$ cat src/rtl/aes_spi_pkg.sv
// aes_spi_pkg: shared constants, FSM state type and key-length helper for the AES SPI sequencer
package aes_spi_pkg;
    localparam logic       MODE_ENCR = 1'b0;
    localparam logic       MODE_DECR = 1'b1;
    localparam logic [1:0] SIZE_128  = 2'b00;
    localparam logic [1:0] SIZE_192  = 2'b01;
    localparam logic [1:0] SIZE_256  = 2'b10;
    localparam logic [1:0] SIZE_ILL  = 2'b11;

    typedef enum logic [2:0] {
        ST_IDLE,
        ST_SETUP,
        ST_MSG,
        ST_KEY,
        ST_WAIT,
        ST_RECV,
        ST_DONE
    } state_t;

    function automatic logic [8:0] key_len(input logic [1:0] size);
        return size == SIZE_256 ? 9'd256 : size == SIZE_192 ? 9'd192 : 9'd128;
    endfunction
endpackage

$ cat src/rtl/aes_spi_sclk_gen.sv
// aes_spi_sclk_gen: SCLK divider; toggles every CLK_DIV clk while enabled, idles low otherwise
//   clk, reset     : system clock, synchronous active-high reset
//   i_en           : count enable (sequencer not idle)
//   o_sclk         : serial clock
//   o_rise_tick    : high in the clk cycle whose edge raises o_sclk
//   o_fall_tick    : high in the clk cycle whose edge lowers o_sclk
module aes_spi_sclk_gen #(
    parameter int CLK_DIV = 50
) (
    input  logic clk,
    input  logic reset,
    input  logic i_en,
    output logic o_sclk,
    output logic o_rise_tick,
    output logic o_fall_tick
);
    localparam int CW = $clog2(CLK_DIV);

    logic [CW-1:0] r_cnt;
    logic          r_sclk;
    logic          w_tc;

    assign w_tc        = i_en && (r_cnt == CW'(CLK_DIV - 1));
    assign o_rise_tick = w_tc && !r_sclk;
    assign o_fall_tick = w_tc && r_sclk;
    assign o_sclk      = r_sclk;

    always_ff @(posedge clk) begin
        if (reset || !i_en) begin
            r_cnt  <= '0;
            r_sclk <= 1'b0;
        end else begin
            r_cnt  <= w_tc ? '0 : r_cnt + 1'b1;
            r_sclk <= w_tc ? !r_sclk : r_sclk;
        end
    end
endmodule

$ cat src/rtl/aes_spi_sequencer.sv
// aes_spi_sequencer: runs one AES job over SPI (message, key out; result in) and pulses done
//   clk, reset          : system clock, synchronous active-high reset
//   start               : request strobe, sampled only when idle
//   req_mode/size/data/key : job request (key left-justified in req_key)
//   busy, done, err     : job status; done/err are one-clk pulses
//   result              : received 128-bit block
//   spi_sclk/cs_n/mosi/miso : SPI bus (SCLK idles low, MOSI changes on falling edge)
//   spi_mode, spi_size  : latched request fields, stable while spi_cs_n is low
// Optional SELF_CHECK_EN adds exp_data input and match output (result compare at done).
module aes_spi_sequencer
    import aes_spi_pkg::*;
#(
    parameter int CLK_DIV     = 50,
    parameter int WAIT_CYCLES = 16
) (
    input  logic         clk,
    input  logic         reset,
    input  logic         start,
    input  logic         req_mode,
    input  logic [1:0]   req_size,
    input  logic [127:0] req_data,
    input  logic [255:0] req_key,
`ifdef SELF_CHECK_EN
    input  logic [127:0] exp_data,
    output logic         match,
`endif
    output logic         busy,
    output logic         done,
    output logic         err,
    output logic [127:0] result,
    output logic         spi_sclk,
    output logic         spi_cs_n,
    output logic         spi_mosi,
    input  logic         spi_miso,
    output logic         spi_mode,
    output logic [1:0]   spi_size
);
    state_t       r_state;
    logic         r_busy;
    logic         r_done;
    logic         r_err;
    logic [127:0] r_result;
    logic         r_cs_n;
    logic         r_mosi;
    logic         r_mode;
    logic [1:0]   r_size;
    logic [127:0] r_msg;
    logic [255:0] r_key;
    logic [8:0]   r_bit;
`ifdef SELF_CHECK_EN
    logic [127:0] r_exp;
    logic         r_match;
`endif
    logic         w_rise;
    logic         w_fall;
    logic [8:0]   w_klen;
    logic [8:0]   w_bit_inc;

    aes_spi_sclk_gen #(.CLK_DIV(CLK_DIV)) u_sclk (
        .clk        (clk),
        .reset      (reset),
        .i_en       (r_state != ST_IDLE),
        .o_sclk     (spi_sclk),
        .o_rise_tick(w_rise),
        .o_fall_tick(w_fall)
    );

    assign w_klen    = key_len(r_size);
    // bit counter never wraps: it parks at klen
    assign w_bit_inc = r_bit == w_klen ? r_bit : r_bit + 9'd1;

    always_ff @(posedge clk) begin
        if (reset) begin
            r_state  <= ST_IDLE;
            r_busy   <= 1'b0;
            r_done   <= 1'b0;
            r_err    <= 1'b0;
            r_result <= '0;
            r_cs_n   <= 1'b1;
            r_mosi   <= 1'b0;
            r_mode   <= MODE_ENCR;
            r_size   <= SIZE_128;
            r_msg    <= '0;
            r_key    <= '0;
            r_bit    <= '0;
`ifdef SELF_CHECK_EN
            r_exp    <= '0;
            r_match  <= 1'b0;
`endif
        end else begin
            r_done <= 1'b0;
            r_err  <= 1'b0;
            case (r_state)
                ST_IDLE: begin
                    if (start && req_size == SIZE_ILL) begin
                        r_err <= 1'b1;
                    end else if (start) begin
                        r_state  <= ST_SETUP;
                        r_busy   <= 1'b1;
                        r_cs_n   <= 1'b0;
                        r_mosi   <= 1'b0;
                        r_mode   <= req_mode ? MODE_DECR : MODE_ENCR;
                        r_size   <= req_size;
                        r_msg    <= req_data;
                        // right-align the key so its first transmitted bit sits at [0]
                        r_key    <= req_key >> (9'd256 - key_len(req_size));
                        r_result <= '0;
                        r_bit    <= '0;
`ifdef SELF_CHECK_EN
                        r_exp    <= exp_data;
                        r_match  <= 1'b0;
`endif
                    end
                end
                ST_SETUP: begin
                    if (w_fall) begin
                        r_mosi  <= r_msg[0];
                        r_msg   <= r_msg >> 1;
                        r_state <= ST_MSG;
                    end
                end
                ST_MSG: begin
                    if (w_fall && r_bit == 9'd127) begin
                        r_mosi  <= r_key[0];
                        r_key   <= r_key >> 1;
                        r_bit   <= '0;
                        r_state <= ST_KEY;
                    end else if (w_fall) begin
                        r_mosi  <= r_msg[0];
                        r_msg   <= r_msg >> 1;
                        r_bit   <= w_bit_inc;
                    end
                end
                ST_KEY: begin
                    if (w_fall && r_bit == w_klen - 9'd1) begin
                        r_mosi  <= 1'b0;
                        r_bit   <= '0;
                        r_state <= ST_WAIT;
                    end else if (w_fall) begin
                        r_mosi  <= r_key[0];
                        r_key   <= r_key >> 1;
                        r_bit   <= w_bit_inc;
                    end
                end
                ST_WAIT: begin
                    if (w_fall) begin
                        r_bit   <= r_bit == 9'(WAIT_CYCLES - 1) ? '0 : w_bit_inc;
                        r_state <= r_bit == 9'(WAIT_CYCLES - 1) ? ST_RECV : ST_WAIT;
                    end
                end
                ST_RECV: begin
                    if (w_rise) begin
                        r_result <= {spi_miso, r_result[127:1]};
                        r_bit    <= w_bit_inc;
                    end
                    // leave on the falling edge that closes the last sampled period
                    if (w_fall && r_bit == 9'd128) begin
                        r_cs_n  <= 1'b1;
                        r_state <= ST_DONE;
                    end
                end
                ST_DONE: begin
                    r_done  <= 1'b1;
                    r_busy  <= 1'b0;
                    r_state <= ST_IDLE;
`ifdef SELF_CHECK_EN
                    r_match <= r_result == r_exp;
`endif
                end
                default: r_state <= ST_IDLE;
            endcase
        end
    end

    assign busy     = r_busy;
    assign done     = r_done;
    assign err      = r_err;
    assign result   = r_result;
    assign spi_cs_n = r_cs_n;
    assign spi_mosi = r_mosi;
    assign spi_mode = r_mode;
    assign spi_size = r_size;
`ifdef SELF_CHECK_EN
    assign match    = r_match;
`endif
endmodule

$ cat config.mk
export PLATFORM = sky130hd
export DESIGN_NAME = aes_spi_sequencer
export DESIGN_NICKNAME = d
export VERILOG_FILES = /design/src/rtl/aes_spi_pkg.sv /design/src/rtl/aes_spi_sclk_gen.sv /design/src/rtl/aes_spi_sequencer.sv
export SDC_FILE = /design/constraint.sdc
export NUM_CORES = 1
export LEC_CHECK = 0
export BUFFER_PORTS_ARGS = -buffer_cell sky130_fd_sc_hd__buf_2
export CAP_MARGIN = 10
export CORE_MARGIN = 4
export CORE_UTILIZATION = 50
export DETAILED_ROUTE_END_ITERATION = 16
export PLACE_DENSITY_LB_ADDON = 0.15
export REMOVE_ABC_BUFFERS = 1
export SKIP_LAST_GASP = 1
export SLEW_MARGIN = 20
export SYNTH_ARGS = -nofsm -noshare
export SYNTH_HDL_FRONTEND = slang
export SYNTH_SLANG_ARGS = --single-unit
$ cat constraint.sdc
create_clock -name clk -period 2.7 [get_ports clk]
set_clock_uncertainty 0.15 [all_clocks]
set_input_delay 0.675 -clock clk [delete_from_list [all_inputs] [get_ports clk]]
set_output_delay 0.675 -clock clk [all_outputs]
set_load 0.02 [all_outputs]
# --- Word level (Yosys, flattened, before mapping) ---
# Cells that the tools add are included.
classes:
  addsub: 4
  n_eq_ne: 29
  shift: 1
  n_mux: 53
  bitwise: 2
  n_reduce_logical: 29
op_table:
  columns: ["op", "count"]
  rows:
  - ["256-bit 2-to-1 mux", 5]
  - ["128-bit 2-to-1 mux", 7]
  - ["256-bit one-hot mux with 3 select lines", 1]
  - ["128-bit one-hot mux with 3 select lines", 1]
  - ["128-bit one-hot mux with 2 select lines", 1]
  - ["256-bit by 9-bit >> shifter with 256-bit output", 1]
  - ["9-bit 2-to-1 mux", 11]
  - ["9-bit one-hot mux with 5 select lines", 1]
  - ["3-bit 2-to-1 mux", 7]
  - ["2-bit != test, second input constant", 10]
  - ["9-bit == test", 2]
  - ["3-bit one-hot mux with 6 select lines", 1]
  - ["4-bit AND reduction", 4]
  - ["7-bit 2-to-1 mux", 2]
  - ["1-bit 2-to-1 mux", 13]
  - ["9-bit by 1-bit adder with 9-bit output, second input constant", 1]
  - ["3-bit == test, second input constant", 3]
  - ["9-bit by 4-bit == test with 1-bit output, second input constant", 1]
  - ["9-bit by 7-bit == test with 1-bit output, second input constant", 1]
  - ["9-bit by 8-bit == test with 1-bit output, second input constant", 1]
  - ["3-bit nonzero test", 3]
  - ["9-bit by 1-bit subtractor with 9-bit output, second input constant", 1]
  - ["9-bit subtractor, first input constant", 1]
  - ["1-bit logical AND", 7]
  - ["22 further kinds", 32]
totals:
  ff_bits: 539
  in_bits: 391

# --- Longest topological paths before layout ---
logic_depth:
  depth_word: 8
  depth_mapped: 10
  mapped_depth_nobuf: 7

# --- Hierarchy ---
# Synthesis repeated with hierarchy kept, for this count alone.
unflattened:
  hier_cells: 3133
  area_unflattened_um2: 26032.5
by_module_without_submodules:
  columns: ["module", "instances", "cells_per_inst", "area_per_inst_um2"]
  rows:
  - ["aes_spi_sequencer", 1, 3098, 25707.2]
  - ["aes_spi_sclk_gen", 1, 35, 325.3]

# --- Worst setup path before layout ---
# No wires, ideal clock.
synth_timing:
  path_type: "input -> register"
  start: "input port req_size[0]"
  end: "register r_key[123]"
  setup_time_ps: 123
  t_arrival_ps: 2557
  required_time_ps: 2427
  path_slack_ps: -130
  stages: 9
  path_cell_list: "inv_1 ha_1 clkbuf_1 clkbuf_1 buf_1 mux2i_1 o221ai_1 o211a_1 mux2_1"
synth_between:
  elab_chain_len: 8
synth_rtl:
  columns: ["item", "line_no", "source"]
  rows:
  - ["start: declaration", "aes_spi_sequencer.sv:20", "input logic [1:0] req_size,"]
  - ["2-bit by 1-bit == test with 1-bit output", "aes_spi_pkg.sv:21", "return size == SIZE_256 ? 9'd256 : size == SIZE_192 ? 9'd192 : 9'd128;"]
  - ["7-bit 2-to-1 mux", "aes_spi_pkg.sv:21", null]
  - ["9-bit 2-to-1 mux", "aes_spi_pkg.sv:21", null]
  - ["9-bit subtractor", "aes_spi_sequencer.sv:106", "r_key <= req_key >> (9'd256 - key_len(req_size));"]
  - ["256-bit by 9-bit >> shifter with 256-bit output", "aes_spi_sequencer.sv:106", null]
  - ["256-bit 2-to-1 mux", "aes_spi_sequencer.sv:97", "end else if (start) begin"]
  - ["256-bit 2-to-1 mux", "aes_spi_sequencer.sv:95", "if (start && req_size == SIZE_ILL) begin"]
  - ["256-bit one-hot mux with 3 select lines", "aes_spi_sequencer.sv:93", "case (r_state)"]
  - ["end signal: assignment", "aes_spi_sequencer.sv:106", null]
  - ["end signal: assignment", "aes_spi_sequencer.sv:125", "r_key <= r_key >> 1;"]
  - ["end signal: assignment", "aes_spi_sequencer.sv:141", "r_key <= r_key >> 1;"]
  - ["end: declaration", "aes_spi_sequencer.sv:48", "logic [255:0] r_key;"]
# Several ways; a longest one is shown, not always the timed one. The select of a mux whose other input is x is not followed.
# A chain may end at the register's enable or synchronous reset.

# --- Worst setup path in the final report ---
layout_timing:
  start: "register r_bit[6]"
  end: "register r_msg[14]"
layout_between:
  elab_chain_len: 4
layout_rtl:
  columns: ["item", "line_no", "source"]
  rows:
  - ["start: declaration", "aes_spi_sequencer.sv:49", "logic [8:0] r_bit;"]
  - ["start signal: assignment", "aes_spi_sequencer.sv:131", "r_bit <= w_bit_inc;"]
  - ["start signal: assignment", "aes_spi_sequencer.sv:142", "r_bit <= w_bit_inc;"]
  - ["start signal: assignment", "aes_spi_sequencer.sv:147", "r_bit <= r_bit == 9'(WAIT_CYCLES - 1) ? '0 : w_bit_inc;"]
  - ["9-bit by 7-bit == test with 1-bit output", "aes_spi_sequencer.sv:123", "if (w_fall && r_bit == 9'd127) begin"]
  - ["1-bit logical AND", "aes_spi_sequencer.sv:123", null]
  - ["2-bit != test (no line)", null, null]
  - ["4-bit AND reduction (no line)", null, null]
  - ["end signal: assignment", "aes_spi_sequencer.sv:104", "r_msg <= req_data;"]
  - ["end signal: assignment", "aes_spi_sequencer.sv:118", "r_msg <= r_msg >> 1;"]
  - ["end signal: assignment", "aes_spi_sequencer.sv:130", "r_msg <= r_msg >> 1;"]
  - ["end: declaration", "aes_spi_sequencer.sv:47", "logic [127:0] r_msg;"]
# No other way between the ends.

==> results.md <==
* Status: complete, no violations
* Worst-path clk slew at 0.06 ns
* Worst setup margin at 0.0905 ns
* Fin crit period at between 2 and 3 ns
* Fin. max-slew vios at 0
* WP buf/inv at 3
* GP Congestion at 0.907
* Most common cell in the netlist: dfxtp_1
* GR peak layer: met2
* Met1 Use GR at 37.1%
* CP peak stage delay at 0.54 ns
* CP max stage cell: dfxtp_1
* Vias in the first global route at 25900
* CTS tree: yes
* Synth area leader: dfxtp_1
* Max_slew headroom at between 40% and 50%
* Clock buffer depth at 3
* Met3 Track Usage GR at 6.83%
* Top cell type's share of synthesized area at 39.4%
* Filler cells at between 4000 and 5000
* Clock insertion delay at the later pin of the skew report at 0.60 ns
* Period utilization at a little under 100%
* Synth Register Bits at 539
* Critical path type: reg2reg
* DIE AREA at 0.0586 mm2
* Grt ovf at 0
* Synth area leaders: dfxtp_1 39%, mux2i_1 9.4%, a211oi_1 8.9%, a22oi_1 5.3%, a31oi_1 4.5%
* Root Driver: clkbuf_16
* Commonest cells post-synth: 539 x dfxtp_1, 323 x a211oi_1, 279 x clkbuf_1
* Final WL at 90.3 mm
* M2 GR Usage at 46.9%
* Core Area at 0.0540 mm2
* Residual DRC count at 0
* DR vias/cell at 6.39
* Pwr Density at 904 mW/mm2
* R2R setup slack at 0.09 ns
* Synth Instances at between 3000 and 4000
* Final Instance Count excl. Fillers at 4201
* Final net count at 3842
* Starting Density at around half
* Detailed-route via count at 26900
* H-Tree Depth at 2
* Class of the worst hold path: in2reg
* Total GRT Usage at roughly 29%
* Final Util at 62.7%
* Synthesis-to-finish area growth at 23.7%
* 1st-pass router iterations at 9
* I/O pin count at 528
* Mapped Avg Cell Area at 8.99 um2
* Peak supply drop at 0.000551 V
* DRT antenna net count at 0
* Leakage at 13.8 nW
* Most used DFF post-synth: dfxtp_1
* Inst Count DP at ~4100
* Die width at approximately 240 um
* Achievable Freq at roughly 0.38 GHz
* Maxcap violations at 0
* Pre-CTS WS at -0.217 ns
* First-pass GRT wire length at approximately 140 mm
* Most frequent CP cell: buf_4
* Register area share after synthesis at between 30% and 40%
* Row count at 85
* Final setup vio count at 0
* Async set-or-reset flop fraction in the synthesized netlist at 0%
* Setup crit start kind: flop
* Port Buffer Count at around 530
* Crit. End Element: flop
* Post-DP HPWL at 59.7 mm
* Die Y at ~240 um
* CTS Buf Count at 57
* CP Data Arrival Time at 2.94 ns
* Clk sink count at 539
* Mapped Area at between 0.02 and 0.03 mm2
* Yosys warns at 0
* CP required at 3.03 ns
* Final hold viol count at 0
* EDFF count, synth at 0
* 1st-iter DRT viols at 2504
* Largest net degree at the start of global routing at roughly 130
* WL/cell at 21.5 um
* Netlist cell types at 67
* Share of post-route cells with drive strength above 1 at between 20% and 30%
* Crit-path leading delay family: simple AND/OR/NAND/NOR gates
* Max FO, Critical Path at 44
* Slew @ Worst Pin at 0.763 ns
* Initial antenna violation count at 30
* Worst path cell trace: nand3_1, buf_4, nor4_1, buf_4, o221ai_4, and2_4, buf_12, a211oi_1
* Unrepaired setup endpoints after global routing: true
[logic make-up (layout without fill, tap and decap cells)]
group                    after synthesis  in the layout  synth area share [%]
AO/OA/AOI/OAI                       1221           1221                  32.3
AND/OR/NAND/NOR                      556            556                  9.75
flip-flops                           539            539                  39.4
buffers and inverters                395            836                  5.94
multiplexers                         319            319                  11.9
adder cells (fa/ha/maj)                9              9                 0.411
XOR/XNOR                               8              8                 0.256
other                                  0             17                     0
[sequential cells by signal, summed over array words and instances, names as in the netlist]
| name | cells |
|---|---|
| busy | 1 |
| done | 1 |
| err | 1 |
| r_bit | 9 |
| r_key | 256 |
| r_msg | 128 |
| r_state | 3 |
| result | 128 |
| spi_cs_n | 1 |
| spi_mode | 1 |
| spi_mosi | 1 |
| spi_size | 2 |
| u_sclk.o_sclk | 1 |
| u_sclk.r_cnt | 6 |
[power breakdown]
group	leakage, nW	switching, mW	internal (mW)
sequential	4.42	1.07	9.82
combinational	8.40	6.48	5.24
clock	0.957	3.29	4.74
[final cells by class]
cell class              count  area, um2  area share [%]
diodes                     17       42.5           0.126
well taps                 696        871            2.57
clock inverters            19        218           0.643
flip-flops and latches    539      10800            31.9
inverters                  15       56.3           0.166
clock buffers              86       1710            5.04
repair buffers            716       4970            14.7
multi-input cells        2113      15200            44.9
[what timing repair did]
item,in CTS,in global routing
setup endpoints to repair,152,238
setup buffers,1,3
pin swaps,2,4
gates cloned,0,4
resized for setup,4,32
hold endpoints to repair,0,0
hold buffers,0,0
[placed cells by master (no fill, tap or decap), types with 13 or more instances in the layout]
cell,n
dfxtp_1,536
buf_2,526
a211oi_1,309
mux2i_1,256
a21oi_1,210
a31oi_1,195
a22oi_1,192
nand2_1,149
nor2_1,148
nor2b_1,130
buf_4,113
nor3_1,72
o211a_1,65
a211o_1,65
a32oi_1,64
o221ai_1,63
clkbuf_16,62
buf_12,62
mux2_1,47
diode_2,17
mux2_2,16
clkbuf_8,15
inv_1,14
a211oi_2,14
clkbuf_1,13
[worst paths after layout]
path	startpoint	to	cells after the start
setup / recovery	r_bit[6]	r_msg[14]	8
hold / removal	req_mode	spi_mode	3
hold reg to reg	u_sclk.r_cnt[0]	u_sclk.r_cnt[0]	1
setup reg to reg	r_bit[6]	r_msg[14]	8
[per-layer routing]
layer | part of all wire, % | vias to the layer above
met2 | 47 | 1133
met1 | 41 | 12900
li1 | - | 12500
met3 | 8.0 | 227
met5 | 0.20 | -
met4 | 3.4 | 28
[metrics by stage]
step,setup TNS (ns),total power [mW],hold WS (ns),cell area [um2]
2_1_floorplan,-5853.57,17.4,0.283,25800
3_3_place_gp,-23.79,21.9,0.295,31600
3_5_place_dp,-29.74,22.2,0.303,31600
4_1_cts,-0.00236,30.4,0.130,33600
5_1_grt,-0.0337,32.3,0.151,33900
6_report,0,30.6,0.162,33900
[worst min-delay path, stage by stage]
cell and delay, ns:
buf_2 0.10, nand2_1 0.04, a21oi_1 0.05
No activity file was read; power rests on OpenSTA's default activity.
